### config.mk
export PLATFORM = sky130hd
export DESIGN_NAME = ex_mem_latch_flat
export DESIGN_NICKNAME = d
export VERILOG_FILES = /design/src/rtl/ex_mem_latch_pkg.sv /design/src/rtl/ex_mem_latch_if.sv /design/src/rtl/ex_mem_latch_branch_resolve.sv /design/src/rtl/ex_mem_latch.sv /design/src/flat_wrapper.sv
export SDC_FILE = /design/constraint.sdc
export NUM_CORES = 1
export LEC_CHECK = 0
export ABC_AREA = 1
export ABC_CLOCK_PERIOD_IN_PS = 2600
export CORE_MARGIN = 2
export CORE_UTILIZATION = 41
export CTS_CLUSTER_DIAMETER = 60
export DETAILED_ROUTE_END_ITERATION = 10
export PLACE_DENSITY_LB_ADDON = 0.05
export SYNTH_ARGS = -nofsm -noshare
export SYNTH_HDL_FRONTEND = slang
export SYNTH_HIERARCHICAL = 1
export SYNTH_SLANG_ARGS = --single-unit
### constraint.sdc
create_clock -name CLK -period 2.6 [get_ports CLK]
set_input_delay 0.39 -clock CLK [delete_from_list [all_inputs] [get_ports CLK]]
set_output_delay 0.39 -clock CLK [all_outputs]
set_load 0.02 [all_outputs]
### src/rtl/ex_mem_latch_pkg.sv
// Shared types for the EX/MEM pipeline boundary: word/register types, branch kinds, latch state.
package ex_mem_latch_pkg;

  localparam int unsigned WORD_W = 32;
  localparam int unsigned REG_W  = 5;
  localparam int unsigned PERF_W = 32;

  typedef logic [WORD_W-1:0] word_t;
  typedef logic [REG_W-1:0]  regbits_t;

  typedef enum logic [1:0] {
    BR_NONE = 2'd0,
    BR_EQ   = 2'd1,
    BR_NE   = 2'd2
  } branch_t;

  typedef enum logic [1:0] {
    RUN    = 2'd0,
    SQUASH = 2'd1,
    HALT   = 2'd2
  } exmem_state_t;

  // One MEM-stage slot as held in the boundary register.
  typedef struct packed {
    logic     valid;
    word_t    result;
    word_t    store_data;
    regbits_t rd;
    logic     regwen;
    logic     memren;
    logic     memwen;
  } mem_slot_t;

endpackage

### src/rtl/ex_mem_latch_if.sv
// Execute-stage inputs and MEM-stage outputs of the EX/MEM boundary.
interface ex_mem_latch_if;
  import ex_mem_latch_pkg::*;

  logic     stall;
  logic     flush;
  logic     ex_valid;
  word_t    ex_result;
  logic     ex_negative;
  logic     ex_zero;
  logic     ex_overflow;
  word_t    ex_store_data;
  regbits_t ex_rd;
  logic     ex_regwen;
  logic     ex_memren;
  logic     ex_memwen;
  logic     ex_halt;
  logic     ex_ovf_trap;
  branch_t  ex_branch;
  word_t    ex_br_target;

  logic     mem_valid;
  word_t    mem_result;
  word_t    mem_store_data;
  regbits_t mem_rd;
  logic     mem_regwen;
  logic     mem_memren;
  logic     mem_memwen;
  logic     mem_halt;
  logic     redirect;
  word_t    redirect_pc;
  logic     ovf_exc;

  modport master (
    output stall, flush, ex_valid, ex_result, ex_negative, ex_zero, ex_overflow,
           ex_store_data, ex_rd, ex_regwen, ex_memren, ex_memwen, ex_halt,
           ex_ovf_trap, ex_branch, ex_br_target,
    input  mem_valid, mem_result, mem_store_data, mem_rd, mem_regwen, mem_memren,
           mem_memwen, mem_halt, redirect, redirect_pc, ovf_exc
  );

  modport slave (
    input  stall, flush, ex_valid, ex_result, ex_negative, ex_zero, ex_overflow,
           ex_store_data, ex_rd, ex_regwen, ex_memren, ex_memwen, ex_halt,
           ex_ovf_trap, ex_branch, ex_br_target,
    output mem_valid, mem_result, mem_store_data, mem_rd, mem_regwen, mem_memren,
           mem_memwen, mem_halt, redirect, redirect_pc, ovf_exc
  );

endinterface

### src/rtl/ex_mem_latch_branch_resolve.sv
// Resolves BEQ/BNE from the ALU zero flag.
module ex_mem_latch_branch_resolve
  import ex_mem_latch_pkg::*;
(
  input  branch_t ex_branch,
  input  logic    ex_zero,
  output logic    taken_c
);

  always_comb begin
    taken_c = 1'b0;
    case (ex_branch)
      BR_EQ:   taken_c = ex_zero;
      BR_NE:   taken_c = !ex_zero;
      default: taken_c = 1'b0;
    endcase
  end

endmodule

### src/rtl/ex_mem_latch.sv
// EX/MEM pipeline boundary: latches ALU results, issues branch redirects, traps overflow to halt.
// Optional performance counters are built when EX_MEM_PERF_EN is defined.
module ex_mem_latch
  import ex_mem_latch_pkg::*;
(
  input  logic               CLK,
  input  logic               RST,
  ex_mem_latch_if.slave      bus
`ifdef EX_MEM_PERF_EN
  ,
  output logic [PERF_W-1:0]  perf_bubbles,
  output logic [PERF_W-1:0]  perf_taken
`endif
);

  exmem_state_t state_q, state_d;
  mem_slot_t    slot_q, slot_d;
  logic         halt_q, halt_d;
  logic         ovf_q, ovf_d;
  logic         redir_q, redir_d;
  word_t        redir_pc_q, redir_pc_d;

  logic taken_c;
  logic cap_c;
  logic ot_c;
  logic tk_c;
  logic unused_flags;

  ex_mem_latch_branch_resolve u_branch_resolve (
    .ex_branch (bus.ex_branch),
    .ex_zero   (bus.ex_zero),
    .taken_c   (taken_c)
  );

  // Overflow trap outranks a branch; the two never coexist in legal code.
  assign cap_c        = (state_q == RUN) && !bus.stall && !bus.flush && bus.ex_valid;
  assign ot_c         = cap_c && bus.ex_ovf_trap && bus.ex_overflow;
  assign tk_c         = cap_c && taken_c && !ot_c;
  assign unused_flags = bus.ex_negative;

  always_comb begin
    state_d    = state_q;
    slot_d     = slot_q;
    halt_d     = halt_q;
    ovf_d      = ovf_q;
    redir_d    = redir_q;
    redir_pc_d = redir_pc_q;
    if (!bus.stall) begin
      slot_d  = '0;
      redir_d = 1'b0;
      case (state_q)
        RUN: begin
          if (cap_c) begin
            slot_d.valid      = 1'b1;
            slot_d.result     = bus.ex_result;
            slot_d.store_data = bus.ex_store_data;
            slot_d.rd         = bus.ex_rd;
            slot_d.regwen     = bus.ex_regwen;
            slot_d.memren     = bus.ex_memren;
            slot_d.memwen     = bus.ex_memwen;
            if (ot_c) begin
              slot_d.regwen = 1'b0;
              slot_d.memwen = 1'b0;
              halt_d        = 1'b1;
              ovf_d         = 1'b1;
              state_d       = HALT;
            end else begin
              if (tk_c) begin
                slot_d.regwen = 1'b0;
                redir_d       = 1'b1;
                redir_pc_d    = bus.ex_br_target;
                state_d       = SQUASH;
              end
              if (bus.ex_halt) begin
                halt_d  = 1'b1;
                state_d = HALT;
              end
            end
          end
        end
        SQUASH:  state_d = RUN;
        HALT:    state_d = HALT;
        default: state_d = RUN;
      endcase
    end
  end

  always_ff @(posedge CLK) begin
    if (RST) begin
      state_q    <= RUN;
      slot_q     <= '0;
      halt_q     <= 1'b0;
      ovf_q      <= 1'b0;
      redir_q    <= 1'b0;
      redir_pc_q <= '0;
    end else begin
      state_q    <= state_d;
      slot_q     <= slot_d;
      halt_q     <= halt_d;
      ovf_q      <= ovf_d;
      redir_q    <= redir_d;
      redir_pc_q <= redir_pc_d;
    end
  end

  assign bus.mem_valid      = slot_q.valid;
  assign bus.mem_result     = slot_q.result;
  assign bus.mem_store_data = slot_q.store_data;
  assign bus.mem_rd         = slot_q.rd;
  assign bus.mem_regwen     = slot_q.regwen;
  assign bus.mem_memren     = slot_q.memren;
  assign bus.mem_memwen     = slot_q.memwen;
  assign bus.mem_halt       = halt_q;
  assign bus.redirect       = redir_q;
  assign bus.redirect_pc    = redir_pc_q;
  assign bus.ovf_exc        = ovf_q;

`ifdef EX_MEM_PERF_EN
  logic [PERF_W-1:0] perf_bubbles_q, perf_bubbles_d;
  logic [PERF_W-1:0] perf_taken_q, perf_taken_d;

  // Bubbles are counted on the value being loaded, so stalls never count.
  always_comb begin
    perf_bubbles_d = perf_bubbles_q;
    perf_taken_d   = perf_taken_q;
    if (!bus.stall) begin
      if (!slot_d.valid) perf_bubbles_d = perf_bubbles_q + PERF_W'(1);
      if (tk_c)          perf_taken_d   = perf_taken_q + PERF_W'(1);
    end
  end

  always_ff @(posedge CLK) begin
    if (RST) begin
      perf_bubbles_q <= '0;
      perf_taken_q   <= '0;
    end else begin
      perf_bubbles_q <= perf_bubbles_d;
      perf_taken_q   <= perf_taken_d;
    end
  end

  assign perf_bubbles = perf_bubbles_q;
  assign perf_taken   = perf_taken_q;
`endif

endmodule

### src/flat_wrapper.sv
// flat-port wrapper written by rule: the top's interface ports become plain ports
module ex_mem_latch_flat import ex_mem_latch_pkg::*;
  (CLK, RST, bus_stall, bus_flush, bus_ex_valid, bus_ex_result, bus_ex_negative, bus_ex_zero, bus_ex_overflow, bus_ex_store_data, bus_ex_rd, bus_ex_regwen, bus_ex_memren, bus_ex_memwen, bus_ex_halt, bus_ex_ovf_trap, bus_ex_branch, bus_ex_br_target, bus_mem_valid, bus_mem_result, bus_mem_store_data, bus_mem_rd, bus_mem_regwen, bus_mem_memren, bus_mem_memwen, bus_mem_halt, bus_redirect, bus_redirect_pc, bus_ovf_exc);
  ex_mem_latch_if bus_i ();
  input  logic CLK;
  input  logic RST;
  input wire logic [$bits(bus_i.stall)-1:0] bus_stall;
  input wire logic [$bits(bus_i.flush)-1:0] bus_flush;
  input wire logic [$bits(bus_i.ex_valid)-1:0] bus_ex_valid;
  input wire logic [$bits(bus_i.ex_result)-1:0] bus_ex_result;
  input wire logic [$bits(bus_i.ex_negative)-1:0] bus_ex_negative;
  input wire logic [$bits(bus_i.ex_zero)-1:0] bus_ex_zero;
  input wire logic [$bits(bus_i.ex_overflow)-1:0] bus_ex_overflow;
  input wire logic [$bits(bus_i.ex_store_data)-1:0] bus_ex_store_data;
  input wire logic [$bits(bus_i.ex_rd)-1:0] bus_ex_rd;
  input wire logic [$bits(bus_i.ex_regwen)-1:0] bus_ex_regwen;
  input wire logic [$bits(bus_i.ex_memren)-1:0] bus_ex_memren;
  input wire logic [$bits(bus_i.ex_memwen)-1:0] bus_ex_memwen;
  input wire logic [$bits(bus_i.ex_halt)-1:0] bus_ex_halt;
  input wire logic [$bits(bus_i.ex_ovf_trap)-1:0] bus_ex_ovf_trap;
  input wire logic [$bits(bus_i.ex_branch)-1:0] bus_ex_branch;
  input wire logic [$bits(bus_i.ex_br_target)-1:0] bus_ex_br_target;
  output wire logic [$bits(bus_i.mem_valid)-1:0] bus_mem_valid;
  output wire logic [$bits(bus_i.mem_result)-1:0] bus_mem_result;
  output wire logic [$bits(bus_i.mem_store_data)-1:0] bus_mem_store_data;
  output wire logic [$bits(bus_i.mem_rd)-1:0] bus_mem_rd;
  output wire logic [$bits(bus_i.mem_regwen)-1:0] bus_mem_regwen;
  output wire logic [$bits(bus_i.mem_memren)-1:0] bus_mem_memren;
  output wire logic [$bits(bus_i.mem_memwen)-1:0] bus_mem_memwen;
  output wire logic [$bits(bus_i.mem_halt)-1:0] bus_mem_halt;
  output wire logic [$bits(bus_i.redirect)-1:0] bus_redirect;
  output wire logic [$bits(bus_i.redirect_pc)-1:0] bus_redirect_pc;
  output wire logic [$bits(bus_i.ovf_exc)-1:0] bus_ovf_exc;
  assign bus_i.stall = bus_stall;
  assign bus_i.flush = bus_flush;
  assign bus_i.ex_valid = bus_ex_valid;
  assign bus_i.ex_result = bus_ex_result;
  assign bus_i.ex_negative = bus_ex_negative;
  assign bus_i.ex_zero = bus_ex_zero;
  assign bus_i.ex_overflow = bus_ex_overflow;
  assign bus_i.ex_store_data = bus_ex_store_data;
  assign bus_i.ex_rd = bus_ex_rd;
  assign bus_i.ex_regwen = bus_ex_regwen;
  assign bus_i.ex_memren = bus_ex_memren;
  assign bus_i.ex_memwen = bus_ex_memwen;
  assign bus_i.ex_halt = bus_ex_halt;
  assign bus_i.ex_ovf_trap = bus_ex_ovf_trap;
  assign bus_i.ex_branch = bus_ex_branch;
  assign bus_i.ex_br_target = bus_ex_br_target;
  assign bus_mem_valid = bus_i.mem_valid;
  assign bus_mem_result = bus_i.mem_result;
  assign bus_mem_store_data = bus_i.mem_store_data;
  assign bus_mem_rd = bus_i.mem_rd;
  assign bus_mem_regwen = bus_i.mem_regwen;
  assign bus_mem_memren = bus_i.mem_memren;
  assign bus_mem_memwen = bus_i.mem_memwen;
  assign bus_mem_halt = bus_i.mem_halt;
  assign bus_redirect = bus_i.redirect;
  assign bus_redirect_pc = bus_i.redirect_pc;
  assign bus_ovf_exc = bus_i.ovf_exc;
  ex_mem_latch u_core (.CLK(CLK), .RST(RST), .bus(bus_i));
endmodule
==> results of run 1 <==
==> layout make-up <==
class | count | area (um2)
flip-flops and latches | 110 | 2202
repair buffers | 228 | 2285
clock inverters | 6 | 45.04
fillers | 814 | 2948
clock buffers | 10 | 137.6
multi-input cells | 345 | 1494
well taps | 129 | 161.4
inverters | 14 | 55.05
==> sequential cells by signal (all words and copies together) (netlist names), 2 cells and up <==
signal and cells:
u_core/bus.mem_result 32, u_core/bus.mem_store_data 32, u_core/bus.redirect_pc 32, u_core/bus.mem_rd 5, u_core/state_q 2
==> cells in the mapped netlist, drive strengths merged <==
cell      n  area, um2
nor2     11      72.57
nand3b    1      7.510
nand3     5      37.54
clkbuf   18      67.56
inv      14      55.05
a21oi   109      549.3
nand2   217      814.5
buf      15      156.4
dfxtp   110       2202
nand4     2      12.51
==> report_power, final <==
| part | internal [uW] | switching, uW | leakage, uW |
|---|---|---|---|
| clock network | 383 | 581 | 0.0000970 |
| logic | 246 | 192 | 0.00124 |
| registers | 1720 | 19.7 | 0.000890 |
| total | 2350 | 793 | 0.00222 |
==> through the flow <==
stage / utilization [%] / cell area [um2]
floorplan: - / 3975
global placement: 66.44 / 6197
detailed placement: 66.44 / 6197
CTS: 68.40 / 6380
global route: 68.40 / 6380
finish: 68.40 / 6380
==> cell usage in the layout (no fill, tap or decap) <==
| master | n |
|---|---|
| buf_4 | 5 |
| inv_2 | 1 |
| dfxtp_1 | 110 |
| inv_4 | 1 |
| nand3_4 | 1 |
| clkdlybuf4s50_1 | 220 |
| buf_12 | 2 |
| nor2_4 | 2 |
| nand4_1 | 2 |
| inv_1 | 12 |
| nand3b_1 | 1 |
| a21oi_2 | 1 |
| nand2_1 | 217 |
| buf_2 | 1 |
| clkinv_4 | 2 |
| a21oi_1 | 108 |
| nor2_1 | 8 |
| clkinv_2 | 2 |
| nand3_1 | 4 |
| nor2_8 | 1 |
| clkbuf_8 | 10 |
| inv_6 | 2 |
==> metal layers <==
| layer | part of all wire, % | GRT usage [%] |
|---|---|---|
| met5 | 0 | 0 |
| met4 | 2.3 | 9.538 |
| met3 | 8.6 | 6.566 |
| met2 | 49 | 36.45 |
| met1 | 40 | 22.73 |
==> worst paths after layout <==
path	endpoint	slack, ns	depth (start not counted)
setup / recovery	bus_mem_result[14]	0.87	1
hold / removal	u_core/bus.mem_valid$_SDFFE_PP0N_	0.45	4
setup reg to reg	u_core/bus.mem_rd[3]$_SDFFE_PP0N_	1.14	6
hold reg to reg	u_core/bus.redirect_pc[0]$_SDFFE_PP0P_	0.47	2
==> kinds of logic (layout without fill, tap and decap cells) <==
logic type / count (synthesis) / count (layout) / synth area share, %
AO/OA/AOI/OAI: 109 / 109 / 13.82
buffers and inverters: 47 / 258 / 7.019
flip-flops: 110 / 110 / 55.40
AND/OR/NAND/NOR: 236 / 236 / 23.76
==> metrics, run 1 <==
outcome complete, no violations; Routed WL around 11000 um; Final ANT Viol Nets 0; Initial Utilization between 40 and 50%; Longest Clk Path Bufs 2; Leakage between 0.002 and 0.0025 uW; Post-Syn Instances roughly 500; Final setup viols 0; global-route wire length before repair between 15000 and 20000 um; critical path, cell by cell clkdlybuf4s50_1; vias in the first global route 3700; Ant. Diodes 0; DPL Wire Length between 8000 and 9000 um; WP data required around 2.2 ns; Synth cell types 17; CP startpoint u_core/bus.mem_result[14]$_SDFFE_PP0N_; CP Class flip-flop to output pin; cts bufs inserted 9; Crit path buffers/inverters 1; Critical Path Fanout Max 2; nets@finish 824; Setup Skew between 0.008 and 0.009 ns; DRC 0; Hold Startpoint bus_stall; standard-cell rows 35; post-synth net total between 600 and 700; Data arrival, critical path 1.34 ns; pre-CTS setup slack ~0.58 ns; Clock transition at path regs approximately 0.1 ns; Max IR drop VDD 0.2709 mV; worst setup margin between 0.8 and 0.9 ns; ratio of final minimum period to clock period 66.62%; Resize count post-CTS 0; CP delay by family, top buffers and inverters; Worst Hold Class primary input to flip-flop; Worst path slowest cell clkdlybuf4s50_1; Hold-fix buffers, CTS 0; post-synthesis cell area between 0.003 and 0.004 mm2; Slew @ Worst Pin 0.7406 ns; die area approximately 0.010 mm2; total grt overflow 0; fin. max-slew vios 0; # Max-Cap Violations 0; post-CTS setup buffer count 0; layout cells sized above 1 roughly 4.3%; DR WL/cell 13.34 um; R2R Path Start u_core/state_q[1]$_SDFFE_PP0P_; Placed Cells a little over 800; Die Span X 102.5 um; clk_lat worst skew between 0.3 and 0.4 ns; Starting DRT DRC Count 74; Post-Route Setup TNS 0 ns; upper clock frequency limit just under 600 MHz; RSZ-0062 raised after global routing false; crit start category flip-flop; Yosys reg bits 110; H-tree Lvls 3; pwr dens between 400 and 500 mW/mm2; input/output buffers around 220; relative slew slack approximately half; TritonRoute pass-1 iters 6; largest net degree at the start of global routing 76; I/O pin cnt between 200 and 250; core area approximately 0.0093 mm2; Die Y just over 100 um; root buffer cell clkbuf_8; crit end category output pin; Power Total approximately 3100 uW; post-route insts no fill around 840; post-DR vias/cell between 4 and 5; Crit path largest cell delay 0.63 ns; min Tclk post-route 1.732 ns; sequential area share after synthesis 55.40%; initial antenna violation count 0; Yosys warning count 6; Tot GR Track Use 20.74%; TritonCTS Sinks 110; hold slack about 0.45 ns; synthesized area per cell approximately 7.9 um2; P&R area growth vs syn 60.50%; Hold Vio Cnt, Final 0; CTS tree done; RePlAce Congestion a little over 0.8; total number of vias ~3900
Note: power is estimated with default switching activity, not from simulation.
==> inputs of run 2 (changes only) <==
ABC_CLOCK_PERIOD_IN_PS = 1500   (was 2600)
CORE_UTILIZATION = 35   (was 41)
clock period = 1.5 ns   (was 2.6 ns; I/O delays follow)
==> metrics, run 2 (synthesis gave the netlist of run 1 again) <==
vias in the first global route 3947 (+6.7%); CTS tree done; nets@finish 835 (+1.3%); standard-cell rows 38 (+8.6%); fin. max-slew vios 0 (unchanged); RSZ-0062 raised after global routing false; post-DR vias/cell 4.581 (-0.88%); Longest Clk Path Bufs 2 (unchanged); outcome complete, no violations; Final setup viols 0 (unchanged); post-CTS setup buffer count 0 (unchanged); Slew @ Worst Pin 0.4358 ns (-0.3048 ns); Ant. Diodes 0 (unchanged); Leakage 0.002873 uW (+29%); global routing usage on met3 4.995% (-1.6 points); Data arrival, critical path 1.53 ns (+0.19 ns); input/output buffers 222 (unchanged); min Tclk post-route between 1 and 1.5 ns; TritonCTS Sinks 110 (unchanged); # Max-Cap Violations 0 (unchanged); Worst Hold Class primary input to flip-flop; cell mode on critical path nand2_1; relative slew slack 70.94% (+20 points); Critical Path Fanout Max 28 (+26); DPL Wire Length 8362 um (+3.8%); commonest non-fill, non-tap cell in the layout nand2_1; GR peak layer met2; Tot GR Track Use 18.97% (-1.8 points); M1 GR Usage 23.12% (+0.39 points); I/O pin cnt 224 (unchanged); TritonRoute pass-1 iters 4 (-2); Post-Route Setup TNS 0 ns (unchanged); initial antenna violation count 0 (unchanged); die area 0.01223 mm2 (+16%); Clock transition at path regs 0.07 ns (-0.03 ns); largest net degree at the start of global routing 76 (unchanged); Final ANT Viol Nets 0 (unchanged); crit end category flip-flop; Routed WL 11610 um (+3.4%); Starting DRT DRC Count 197 (+170%); pwr dens 934.6 mW/mm2 (+90%); Max IR drop VDD 0.5179 mV (+91%); CP Class primary input to flip-flop; Die Span X 110.6 um (+7.9%); met2 Usage GRT 31.62% (-4.8 points); cts bufs inserted 9 (unchanged); root buffer cell clkbuf_16; Hold Vio Cnt, Final 0 (unchanged); Power Total 6092 uW (+94%); WP data required 1.70 ns (-0.51 ns); Die Y 110.6 um (+7.9%); commonest cells after routing, fill and taps aside nand2_1, clkdlybuf4s50_1, dfxtp_1; DRC 0 (unchanged); P&R area growth vs syn 63.99%; total number of vias 3953 (+1.6%); layout cells sized above 1 5.533% (+1.2 points); critical path, cell by cell clkdlybuf4s50_1 > nand3_1 > nand2_1 > nand2_1 > nor2_8 > inv_2 > buf_12 > nand2_1 > a21oi_1; total grt overflow 0 (unchanged); crit start category primary input; ratio of final minimum period to clock period 88.31%; core area 0.01098 mm2 (+18%); H-tree Lvls 3 (unchanged); clk_lat worst skew 0.34 ns (-0.02 ns); RePlAce Congestion 0.7644 (-5.4%); Worst path slowest cell clkdlybuf4s50_1; DR WL/cell 13.45 um (+0.85%); Crit path largest cell delay 0.48 ns (-0.15 ns); global-route wire length before repair 19140 um (+11%); Setup Skew 0.005589 ns (-0.003155 ns); upper clock frequency limit 754.9 MHz; Initial Utilization 36.19% (-6.4 points)
## run 2: worst max-delay path: cells and delay by family
family                 cells  cell delay (ns)
buffers and inverters      3             0.70
and+or+nand+nor            5             0.54
AOI/OAI and AO/OA          1             0.06
## run 2: metal layers
metal / vias to the layer above / wire length (um)
met2: 135 / 5474
li1: 2030 / -
met4: 0 / 245
met1: 1768 / 5065
met3: 20 / 822
met5: - / 0
## run 2: worst paths after layout
kind	from	to	slack, ns	cells after the start
max	bus_ex_branch[0]	u_core/bus.redirect_pc[2]$_SDFFE_PP0P_	0.18	9
min reg2reg	u_core/bus.redirect_pc[10]$_SDFFE_PP0P_	u_core/bus.redirect_pc[10]$_SDFFE_PP0P_	0.46	2
min	RST	u_core/bus.ovf_exc$_SDFFE_PP0P_	0.31	2
max reg2reg	u_core/state_q[0]$_SDFFE_PP0P_	u_core/bus.redirect_pc[2]$_SDFFE_PP0P_	0.22	7
## run 2: what timing repair did
| action | 4_1_cts | 5_1_grt |
|---|---|---|
| setup endpoints to repair | 106 | 2 |
| pin swaps | 0 | 0 |
| gates resized for setup | 106 | 2 |
| gates cloned | 0 | 0 |
| hold buffers | 0 | 0 |
## run 2: area by class of cell
class | count | area (um2)
timing repair buffer | 239 | 2302
fill | 1064 | 4464
sequential | 110 | 2202
clock buffer | 11 | 242.7
tap | 140 | 175.2
multi-input combinational | 345 | 1494
clock inverter | 4 | 47.55
inverter | 14 | 55.05
## run 2: report_power, final
group / leakage [uW] / internal, uW / switching, uW
registers: 0.000890 / 2980 / 31.9
logic: 0.00184 / 412 / 343
clock network: 0.000141 / 1330 / 995
## run 2: stage by stage
| stage | setup WS, ns | hold slack [ns] | std cells | util, % | cell area, um2 |
|---|---|---|---|---|---|
| 2_1_floorplan | 0.3161 | 0.3677 | 502 | - | 3975 |
| 3_3_place_gp | -0.1596 | 0.4441 | 848 | 57.87 | 6356 |
| 3_5_place_dp | -0.1975 | 0.4511 | 848 | 57.87 | 6356 |
| 4_1_cts | 0.0001131 | 0.3078 | 863 | 59.31 | 6514 |
| 5_1_grt | 0.05430 | 0.3352 | 863 | 59.35 | 6519 |
| 6_report | 0.1753 | 0.3074 | 863 | 59.35 | 6519 |
